--- src/rtl/can_clic_pend.sv ---
// rtl/can_clic_pend.sv - per-source interrupt capture and pending state for can_clic
// Synchronises raw irq lines, detects level/edge triggers and exposes {prio, ip & ie} entries.
module can_clic_pend #(
  parameter int N_IRQ  = 2,
  parameter int PRIO_W = 2,
  parameter int IDX_W  = $clog2(N_IRQ)
) (
  input  logic                       clk,
  input  logic                       reset,
  input  logic [N_IRQ-1:0]           irq_i,
  input  logic                       reg_we,
  input  logic [IDX_W-1:0]           reg_addr,
  input  logic [2+PRIO_W:0]          reg_wdata,
  output logic [2+PRIO_W:0]          reg_rdata,
  input  logic                       claim_valid,
  input  logic [IDX_W-1:0]           claim_index,
  output logic [N_IRQ-1:0][PRIO_W:0] entries
);

  logic [N_IRQ-1:0] s1_q, s1_d;
  logic [N_IRQ-1:0] s2_q, s2_d;
  logic [N_IRQ-1:0] prev_q, prev_d;
  logic [N_IRQ-1:0] ip_q, ip_d;
  logic [N_IRQ-1:0] ie_q, ie_d;
  logic [N_IRQ-1:0] trig_q, trig_d;
  logic [N_IRQ-1:0][PRIO_W-1:0] prio_q, prio_d;

  always_comb begin
    logic wr_hit;
    logic clm_hit;
    s1_d   = irq_i;
    s2_d   = s1_q;
    prev_d = s2_q;
    ip_d   = ip_q;
    ie_d   = ie_q;
    trig_d = trig_q;
    prio_d = prio_q;
    wr_hit  = 1'b0;
    clm_hit = 1'b0;
    for (int i = 0; i < N_IRQ; i++) begin
      // Out-of-range addresses never equal any in-range index, so they fall through as no-ops.
      wr_hit  = reg_we && (reg_addr == IDX_W'(i));
      clm_hit = claim_valid && (claim_index == IDX_W'(i));
      if (!trig_q[i]) begin
        ip_d[i] = s2_q[i];
      end else if (wr_hit) begin
        ip_d[i] = reg_wdata[0];
      end else if (s2_q[i] && !prev_q[i]) begin
        ip_d[i] = 1'b1;
      end else if (clm_hit) begin
        ip_d[i] = 1'b0;
      end
      if (wr_hit) begin
        ie_d[i]   = reg_wdata[1];
        trig_d[i] = reg_wdata[2];
        prio_d[i] = reg_wdata[3 +: PRIO_W];
      end
    end
  end

  always_ff @(posedge clk or posedge reset) begin
    if (reset) begin
      s1_q   <= '0;
      s2_q   <= '0;
      prev_q <= '0;
      ip_q   <= '0;
      ie_q   <= '0;
      trig_q <= '0;
      prio_q <= '0;
    end else begin
      s1_q   <= s1_d;
      s2_q   <= s2_d;
      prev_q <= prev_d;
      ip_q   <= ip_d;
      ie_q   <= ie_d;
      trig_q <= trig_d;
      prio_q <= prio_d;
    end
  end

  always_comb begin
    reg_rdata = '0;
    for (int i = 0; i < N_IRQ; i++) begin
      if (reg_addr == IDX_W'(i)) begin
        reg_rdata = {prio_q[i], trig_q[i], ie_q[i], ip_q[i]};
      end
    end
  end

  always_comb begin
    entries = '0;
    for (int i = 0; i < N_IRQ; i++) begin
      entries[i] = {prio_q[i], ip_q[i] & ie_q[i]};
    end
  end

endmodule

--- config.mk ---
export PLATFORM = sky130hd
export DESIGN_NAME = can_clic_pend
export DESIGN_NICKNAME = d
export VERILOG_FILES = /design/src/rtl/can_clic_pend.sv
export SDC_FILE = /design/constraint.sdc
export NUM_CORES = 1
export LEC_CHECK = 0
export CAP_MARGIN = 20
export CORE_AREA = 2 2 39 41
export DETAILED_ROUTE_END_ITERATION = 8
export DIE_AREA = 0 0 41 43
export DONT_BUFFER_PORTS = 1
export GPL_ROUTABILITY_DRIVEN = 1
export GPL_TIMING_DRIVEN = 0
export PLACE_DENSITY_LB_ADDON = 0.3
export SYNTH_ARGS = -nofsm -noshare
export SYNTH_HDL_FRONTEND = slang
export SYNTH_SLANG_ARGS = --single-unit
export TNS_END_PERCENT = 100
--- constraint.sdc ---
create_clock -name clk -period 1.2 [get_ports clk]
set_clock_uncertainty 0.1 [all_clocks]
set_input_delay 0.06 -clock clk [delete_from_list [all_inputs] [get_ports clk]]
set_output_delay 0.06 -clock clk [all_outputs]
set_load 0.01 [all_outputs]
==> impl_metrics.env, run 1 <==
export IMPL_pwr_share_comb_pct=19.1
export IMPL_min_period_over_period_pct=99.1
export IMPL_slew_headroom_pct=60.2
export IMPL_yosys_most_used_dff="dfrtp_1"
export IMPL_critPathLaunch="entries[2]$_DFFE_PP0P_"
export IMPL_cts_root_buf="clkbuf_4"
export IMPL_hold_viol_final=0
export IMPL_drtIter0Drc=5
export IMPL_drc=0
export IMPL_hold_path_class="in2reg"
export IMPL_cp_max_fo=3
export IMPL_syn_area_um2=694
export IMPL_synth_cells=49
export IMPL_clock_sinks=16
export IMPL_core_um2=1380
export IMPL_hold_path_startpoint="reg_we"
export IMPL_clk_path_buf_depth=2
export IMPL_finalSetupViolCount=0
export IMPL_async_flop_share_pct=100
export IMPL_tritoncts="done"
export IMPL_antenna_cells=0
export IMPL_port_buffer_count=0
export IMPL_drt_pass1_iter_count=4
export IMPL_cts_made_buffers=3
export IMPL_synth_edf_count=0
export IMPL_ir_drop_uv=847
export IMPL_gr_total_overflow=0
export IMPL_ys_ff_latch=16
export IMPL_area_growth_pct=28.1
export IMPL_grt_pass1_vias=446
export IMPL_required_ps=1040
export IMPL_yosys_area_share_simple_pct=9.73
export IMPL_rsz0062_at_grt="true"
export IMPL_htreeDepth=1
export IMPL_power_mw=1.23
export IMPL_layout_common_cells="dfrtp_1, dlygate4sd3_1, mux2_4, mux2_2, inv_1"
export IMPL_fillers=108
export IMPL_grt_use_total_pct=18.5
export IMPL_synth_fa_ha_area_share_pct=0
export IMPL_end_kind="primary output"
export IMPL_ant_nets=0
export IMPL_fin_crit_ps=1190
export IMPL_status="finished clean"
export IMPL_syn_nets=62
export IMPL_dp_hpwl_um=950
export IMPL_synth_xor_area_share_pct=0
export IMPL_yosysWarningCount=0
export IMPL_synth_top_family_by_area="multiplexers"
export IMPL_synth_compound_gate_area_share_pct=3.96
export IMPL_path_clk_slew_ps=80
export IMPL_arrival_ps=1030
export IMPL_cap_violations=0
export IMPL_die_h_um=43
export IMPL_setup_tns_ps=0
export IMPL_post_route_util_pct=64.3
export IMPL_grt_pass1_wl_um=2090
export IMPL_path_cells="mux2_4"
export IMPL_crit_path_start_kind="flip-flop"
export IMPL_crit_family="flip-flops"
export IMPL_slowest_stage="dfrtp_1"
export IMPL_muxShareOfSynthArea_pct=23.2
export IMPL_mostFrequentLayoutCell="dfrtp_1"
export IMPL_p_int_uw=923
export IMPL_path_buf_inv=0
export IMPL_grt_max_degree=17
export IMPL_seqPwrFrac_pct=53.8
export IMPL_pwr_share_clk_pct=27.1
export IMPL_p_sw_share_pct=25.2
export IMPL_die_area_um2=1760
export IMPL_r2r_start="trig_q[0]$_DFFE_PP0P_"
export IMPL_antenna_found_initial=0
export IMPL_num_io_pins=24
export IMPL_worst_slew_pin_slew_ps=596
export IMPL_final_nets=80
export IMPL_drive_gt1_share_pct=31.8
export IMPL_place_gp_congestion=0.598
export IMPL_die_w_um=41
export IMPL_avgViaCountPerCell=5.34
export IMPL_num_rows=14
export IMPL_slew_violations=0
export IMPL_power_switching_uw=312
export IMPL_clkLatencyLatePin_ps=270
export IMPL_avgRoutedWirePerCell_um=17.3
export IMPL_num_vias=438
export IMPL_cpPeakStageDelay_ps=440
export IMPL_ys_types=15
export IMPL_powerDensity_nw_per_um2=1390
export IMPL_start_util_pct=50.2
export IMPL_path_class="reg2out"
export IMPL_synth_avg_cell_area_um2=14.2
export IMPL_ys_seq_area_share_pct=57.7
export IMPL_wirelength_um=1420
export IMPL_leakage_nw=0.413
export IMPL_fmax_mhz=841
-- cells by family (layout without fill, tap and decap cells) --
group                  count (synthesis)  after routing
muxes                                 13             13
and+or+nand+nor                       10             10
DFF                                   16             16
buffers and inverters                  6             23
AOI/OAI and AO/OA                      4              4
-- cell usage after synthesis, drive strengths merged, types with 2 or more instances --
cell type	number	area [µm²]
nand2	2	7.51
dfrtp	16	400
mux2	13	161
inv	4	15.0
o2111ai	2	17.5
nand4	2	12.5
buf	2	22.5
and2	2	12.5
-- power groups by stage --
stage          Sequential, mW  Combinational (mW)  Clock, mW
6_report                0.664               0.236      0.335
5_1_grt                 0.671               0.251      0.377
4_1_cts                 0.662               0.224      0.356
3_5_place_dp            0.672               0.180          0
3_3_place_gp            0.665               0.173          0
2_1_floorplan           0.654               0.159          0
-- through the flow --
stage | instances | worst slack (ps) | instance area (µm²) | hold WS, ps
CTS | 81 | -7.30 | 878 | 29.3
floorplan | 49 | 267 | 694 | -126
global placement | 65 | 244 | 714 | -82.0
detailed placement | 65 | 227 | 714 | -61.0
finish | 82 | 10.9 | 890 | 41.9
global route | 82 | -30.1 | 890 | 20.8
-- sequential cells by signal, indices dropped and copies added, names as in the netlist --
register,flops
prev_q,2
ip_q,2
s1_q,2
ie_q,2
prev_d,2
trig_q,2
entries,4
-- routing by layer --
metal,up-vias,track usage [%],routed length [µm]
met2,11,30.9,773
met1,218,20.8,580
li1,207,-,-
met4,0,8.00,12
met3,2,4.71,48
met5,-,0,0
-- final cells by class --
class | instances | area, µm² | share of cell area, %
buffer | 2 | 22.5 | 2.53
clock buffer | 4 | 36.3 | 4.08
inverter | 4 | 15.0 | 1.69
multi-input combinational | 27 | 268 | 30.1
sequential | 16 | 400 | 45.0
tap | 16 | 20.0 | 2.25
timing repair buffer | 13 | 128 | 14.3
-- path summary, 6_finish.rpt --
check                                             end  cells after the start  slack (ps)
worst min-delay path              ie_q[0]$_DFFE_PP0P_                      3          40
min in group asynchronous         prev_d[0]$_DFF_PP0_                      2         180
max in group asynchronous         ie_q[1]$_DFFE_PP0P_                      2         430
worst min register to register    prev_d[1]$_DFF_PP0_                      0         270
worst max-delay path                     reg_rdata[4]                      1          10
worst max register to register  trig_q[0]$_DFFE_PP0P_                      2         160
-- repair_timing --
item                                    CTS  global route
setup buffers                             0             1
endpoints found under the setup margin    2             3
resized for setup                         2             1
hold buffers                             12             0
endpoints found under the hold margin    28             0
No activity file was read; power rests on OpenSTA's default activity.
==> inputs of run 2 (changes only) <==
CORE_AREA = unset   (was 2 2 39 41)
CORE_ASPECT_RATIO = 0.9   (was unset)
CORE_UTILIZATION = 45   (was unset)
DIE_AREA = unset   (was 0 0 41 43)
==> run 2 against run 1 <==
Against the previous run: the run now ends with DRC left; hold slack worse by 16 ps; via count grew 0.23%; fmax rose by 0.64%; total power decreased by 5.1%; combinational power grew 3%; critical path depth unchanged; die area down 3.3%; critical path type unchanged; critical endpoint unchanged; highest routed layer unchanged.
==> impl_metrics.env, run 2 (synthesis gave the netlist of run 1 again) <==
export IMPL_port_buffer_count=0
export IMPL_dp_hpwl_um=747
export IMPL_grt_max_degree=17
export IMPL_grt_pass1_wl_um=1880
export IMPL_final_nets=81
export IMPL_slowest_stage="dfrtp_1"
export IMPL_pwr_share_clk_pct=23.1
export IMPL_rsz0062_at_grt="true"
export IMPL_avgViaCountPerCell=5.42
export IMPL_tritoncts="done"
export IMPL_gr_total_overflow=0
export IMPL_ir_drop_uv=825
export IMPL_end_kind="primary output"
export IMPL_leakage_nw=0.411
export IMPL_mostFrequentLayoutCell="dfrtp_1"
export IMPL_status="complete, but fails checks"
export IMPL_p_int_uw=861
export IMPL_path_buf_inv=0
export IMPL_num_vias=439
export IMPL_slew_headroom_pct=60.1
export IMPL_drc=5
export IMPL_antenna_cells=0
export IMPL_min_period_over_period_pct=98.5
export IMPL_required_ps=1040
export IMPL_pwr_share_comb_pct=20.7
export IMPL_drtIter0Drc=9
export IMPL_num_io_pins=24
export IMPL_worst_slew_pin_slew_ps=598
export IMPL_die_h_um=39.3
export IMPL_post_route_util_pct=60.9
export IMPL_cts_made_buffers=3
export IMPL_ant_nets=0
export IMPL_die_w_um=43.4
export IMPL_path_class="reg2out"
export IMPL_clock_sinks=16
export IMPL_core_um2=1450
export IMPL_crit_family="flip-flops"
export IMPL_fin_crit_ps=1180
export IMPL_num_rows=13
export IMPL_drt_pass1_iter_count=6
export IMPL_fillers=114
export IMPL_place_gp_congestion=0.674
export IMPL_antenna_found_initial=0
export IMPL_grt_use_total_pct=16.6
export IMPL_power_mw=1.17
export IMPL_cpPeakStageDelay_ps=440
export IMPL_avgRoutedWirePerCell_um=16.1
export IMPL_power_switching_uw=310
export IMPL_layout_common_cells="dfrtp_1, dlygate4sd3_1, mux2_4, mux2_2, inv_1"
export IMPL_area_growth_pct=27.0
export IMPL_hold_viol_final=0
export IMPL_grt_pass1_vias=408
export IMPL_slew_violations=0
export IMPL_largest_reg_flops=4
export IMPL_clkLatencyLatePin_ps=280
export IMPL_clk_path_buf_depth=2
export IMPL_arrival_ps=1020
export IMPL_start_util_pct=48.0
export IMPL_cap_violations=0
export IMPL_finalSetupViolCount=0
export IMPL_violations="DRC"
export IMPL_hold_path_class="in2reg"
export IMPL_path_clk_slew_ps=90
export IMPL_cts_root_buf="clkbuf_4"
export IMPL_die_area_um2=1700
export IMPL_whs_ps=25.5
export IMPL_drive_gt1_share_pct=31.8
export IMPL_cp_max_fo=3
export IMPL_htreeDepth=1
export IMPL_p_sw_share_pct=26.5
export IMPL_path_cells="mux2_4"
export IMPL_powerDensity_nw_per_um2=1330
export IMPL_crit_path_start_kind="flip-flop"
export IMPL_fmax_mhz=846
export IMPL_worst_r2r_setup_slack_ps=110
export IMPL_wirelength_um=1310
export IMPL_seqPwrFrac_pct=56.2
==> run 2: cell types whose count changed in the layout (fill, tap and decap cells not counted), sizes merged <==
cell	before	now
buf	3	4
clkbuf	4	3
==> run 2: per-layer routing <==
metal  global-route usage [%]  share of wire [%]  routed length, µm
met1                     20.8                 43                567
met2                     25.4                 51                669
met3                     4.15                4.4                 57
met4                     11.7               0.77                 10
met5                        0                  0                  0
==> run 2: through the flow <==
stage / TNS (ps) / worst slack, ps / area, µm² / instances
final: 0 / 18.5 / 882 / 81
after global routing: -50.0 / -29.4 / 882 / 81
after global placement: 0 / 228 / 713 / 64
after detailed placement: 0 / 232 / 713 / 64
after CTS: 0 / 0.586 / 856 / 79
after floorplan: 0 / 267 / 694 / 49
==> run 2: layout make-up <==
type                            count  area (µm²)  area share [%]
Sequential cell                    16         400            45.4
Multi-Input combinational cell     27         268            30.4
Timing Repair Buffer               14         135            15.3
Buffer                              2        22.5            2.55
Tap cell                           15        18.8            2.13
Inverter                            4        15.0            1.70
Clock buffer                        3        22.5            2.55
==> run 2: power groups by stage <==
stage                     combinational, mW  sequential, mW  clock [mW]
final                                 0.243           0.658       0.270
after floorplan                       0.159           0.654           0
after global routing                  0.262           0.666       0.306
after detailed placement              0.175           0.668           0
after global placement                0.173           0.666           0
after CTS                             0.211           0.657       0.285
==> run 2: final timing paths <==
| path | start | endpoint | cells after the start |
|---|---|---|---|
| worst min register to register | s1_q[1]$_DFF_PP0_ | prev_d[1]$_DFF_PP0_ | 0 |
| max in group asynchronous | reset | ip_q[0]$_DFFE_PP0P_ | 2 |
| worst min-delay path | reg_we | entries[1]$_DFFE_PP0P_ | 3 |
| min in group asynchronous | reset | entries[2]$_DFFE_PP0P_ | 2 |
| worst max-delay path | entries[2]$_DFFE_PP0P_ | reg_rdata[4] | 1 |
| worst max register to register | trig_q[0]$_DFFE_PP0P_ | ip_q[0]$_DFFE_PP0P_ | 3 |
==> run 2: repair_timing <==
action                                  4_1_cts  5_1_grt
setup buffers                                 0        2
hold buffers                                 12        0
endpoints found under the setup margin        0        3
gates resized for setup                       0        3
endpoints found under the hold margin        28        0
==> inputs of run 3 (changes only) <==
CORE_ASPECT_RATIO = unset   (was 0.9)
==> run 3 against run 2 <==
Against the previous run: the run now ends clean; routed wire length rose by 8.7%; sequential share of layout area fell by 0.70 points; setup slack got worse by 16 ps.
==> impl_metrics.env, run 3 (synthesis gave the netlist of run 1 again) <==
export IMPL_status="finished clean"
export IMPL_required_ps=1040
export IMPL_ant_nets=0
export IMPL_num_vias=461
export IMPL_grt_pass1_vias=471
export IMPL_die_h_um=41.3
export IMPL_num_io_pins=24
export IMPL_fillers=110
export IMPL_fin_ws_ps=2.65
export IMPL_powerDensity_nw_per_um2=1410
export IMPL_port_buffer_count=0
export IMPL_mostFrequentLayoutCell="dfrtp_1"
export IMPL_power_mw=1.26
export IMPL_instances_no_fill=82
export IMPL_largest_reg_flops=4
export IMPL_cts_made_buffers=3
export IMPL_drive_gt1_share_pct=32.8
export IMPL_start_util_pct=50.8
export IMPL_area_growth_pct=29.0
export IMPL_drt_pass1_iter_count=4
export IMPL_arrival_ps=1040
export IMPL_path_cells="mux2_4"
export IMPL_htreeDepth=1
export IMPL_grt_max_degree=17
export IMPL_drc=0
export IMPL_drtIter0Drc=17
export IMPL_avgRoutedWirePerCell_um=17.3
export IMPL_crit_path_start_kind="flip-flop"
export IMPL_worst_slew_pin_slew_ps=576
export IMPL_rsz0062_at_grt="true"
export IMPL_worst_r2r_setup_slack_ps=160
export IMPL_setup_tns_ps=0
export IMPL_crit_family="flip-flops"
export IMPL_slowest_stage="dfrtp_1"
export IMPL_die_area_um2=1700
export IMPL_wirelength_um=1420
export IMPL_hold_path_end="trig_q[0]$_DFFE_PP0P_"
export IMPL_antenna_found_initial=0
export IMPL_grt_use_total_pct=19.5
export IMPL_gr_total_overflow=0
export IMPL_die_w_um=41.3
export IMPL_leakage_nw=0.418
export IMPL_place_area_um2=713
export IMPL_ir_drop_uv=833
export IMPL_end_kind="primary output"
export IMPL_clkLatencyLatePin_ps=280
export IMPL_final_nets=81
export IMPL_min_period_over_period_pct=99.8
export IMPL_dp_hpwl_um=1010
export IMPL_cts_root_buf="clkbuf_4"
export IMPL_hold_path_startpoint="reg_we"
export IMPL_core_um2=1370
export IMPL_path_class="reg2out"
export IMPL_hold_path_class="in2reg"
export IMPL_worst_r2r_cell_count=3
export IMPL_fin_area_um2=896
export IMPL_worstReg2RegEnd="ip_q[0]$_DFFE_PP0P_"
export IMPL_path_buf_inv=0
export IMPL_finalSetupViolCount=0
export IMPL_place_gp_congestion=0.690
export IMPL_cap_violations=0
export IMPL_num_rows=13
export IMPL_slew_violations=0
export IMPL_r2r_start="trig_q[0]$_DFFE_PP0P_"
export IMPL_path_clk_slew_ps=90
export IMPL_dp_cells=64
export IMPL_fmax_mhz=835
export IMPL_cp_max_fo=3
export IMPL_layout_common_cells="dfrtp_1, dlygate4sd3_1, mux2_4, mux2_2, inv_1"
export IMPL_antenna_cells=0
export IMPL_cpPeakStageDelay_ps=440
export IMPL_clock_sinks=16
export IMPL_grt_pass1_wl_um=1950
export IMPL_whs_path_depth=3
export IMPL_clk_path_buf_depth=2
export IMPL_tritoncts="done"
export IMPL_place_ws_ps=201
export IMPL_slew_headroom_pct=61.6
export IMPL_hold_viol_final=0
export IMPL_avgViaCountPerCell=5.62
export IMPL_fin_crit_ps=1200
run 3: cell type report:
type                    count  area, µm²  share of cell area (%)
repair buffers             14        135                    15.1
clock buffers               4       36.3                    4.05
well taps                  15       18.8                    2.09
flip-flops and latches     16        400                    44.7
multi-input cells          27        268                    29.9
plain buffers               2       22.5                    2.51
inverters                   4       15.0                    1.68
run 3: worst max path at each step:
stage | cells past startpoint | slack [ps] | from | to
2_1_floorplan | 4 | 270 | reg_addr | entries[1]$_DFFE_PP0P_
3_3_place_gp | 4 | 240 | reg_addr | entries[2]$_DFFE_PP0P_
5_1_grt | 1 | -30 | entries[2]$_DFFE_PP0P_ | reg_rdata[4]
6_report | 1 | 3 | entries[2]$_DFFE_PP0P_ | reg_rdata[4]
3_5_place_dp | 3 | 200 | trig_q[1]$_DFFE_PP0P_ | ip_q[1]$_DFFE_PP0P_
4_1_cts | 1 | -3 | entries[2]$_DFFE_PP0P_ | reg_rdata[4]
run 3: per-stage QoR:
stage               hold WS [ps]  utilization [%]
floorplan                   -126                -
global placement           -80.0             52.2
detailed placement         -63.2             52.2
CTS                         23.4             64.7
global route                18.6             65.6
finish                      24.0             65.6
run 3: report_power, final:
| group | internal [mW] | switching (mW) |
|---|---|---|
| clock | 0.185 | 0.167 |
| sequential | 0.600 | 0.0579 |
| combinational | 0.145 | 0.104 |
| total | 0.930 | 0.329 |
run 3: what timing repair did:
action,CTS,global route
buffers inserted,1,1
setup endpoints to repair,3,3
resized for setup,2,1
hold buffers,12,0
endpoints found under the hold margin,28,0
run 3: worst register-to-register path: stages (launching register included):
cell	delay [ps]
dfrtp_1	390
buf_4	150
o2111ai_1	110
o2111ai_1	140
run 3: per-layer routing:
| layer | share of wire, % | up-vias | track usage (%) |
|---|---|---|---|
| met2 | 55 | 15 | 35.5 |
| met1 | 38 | 231 | 17.8 |
| li1 | - | 211 | - |
| met4 | 2.5 | 0 | 14.5 |
| met5 | 0 | - | 0 |
| met3 | 4.7 | 4 | 5.43 |
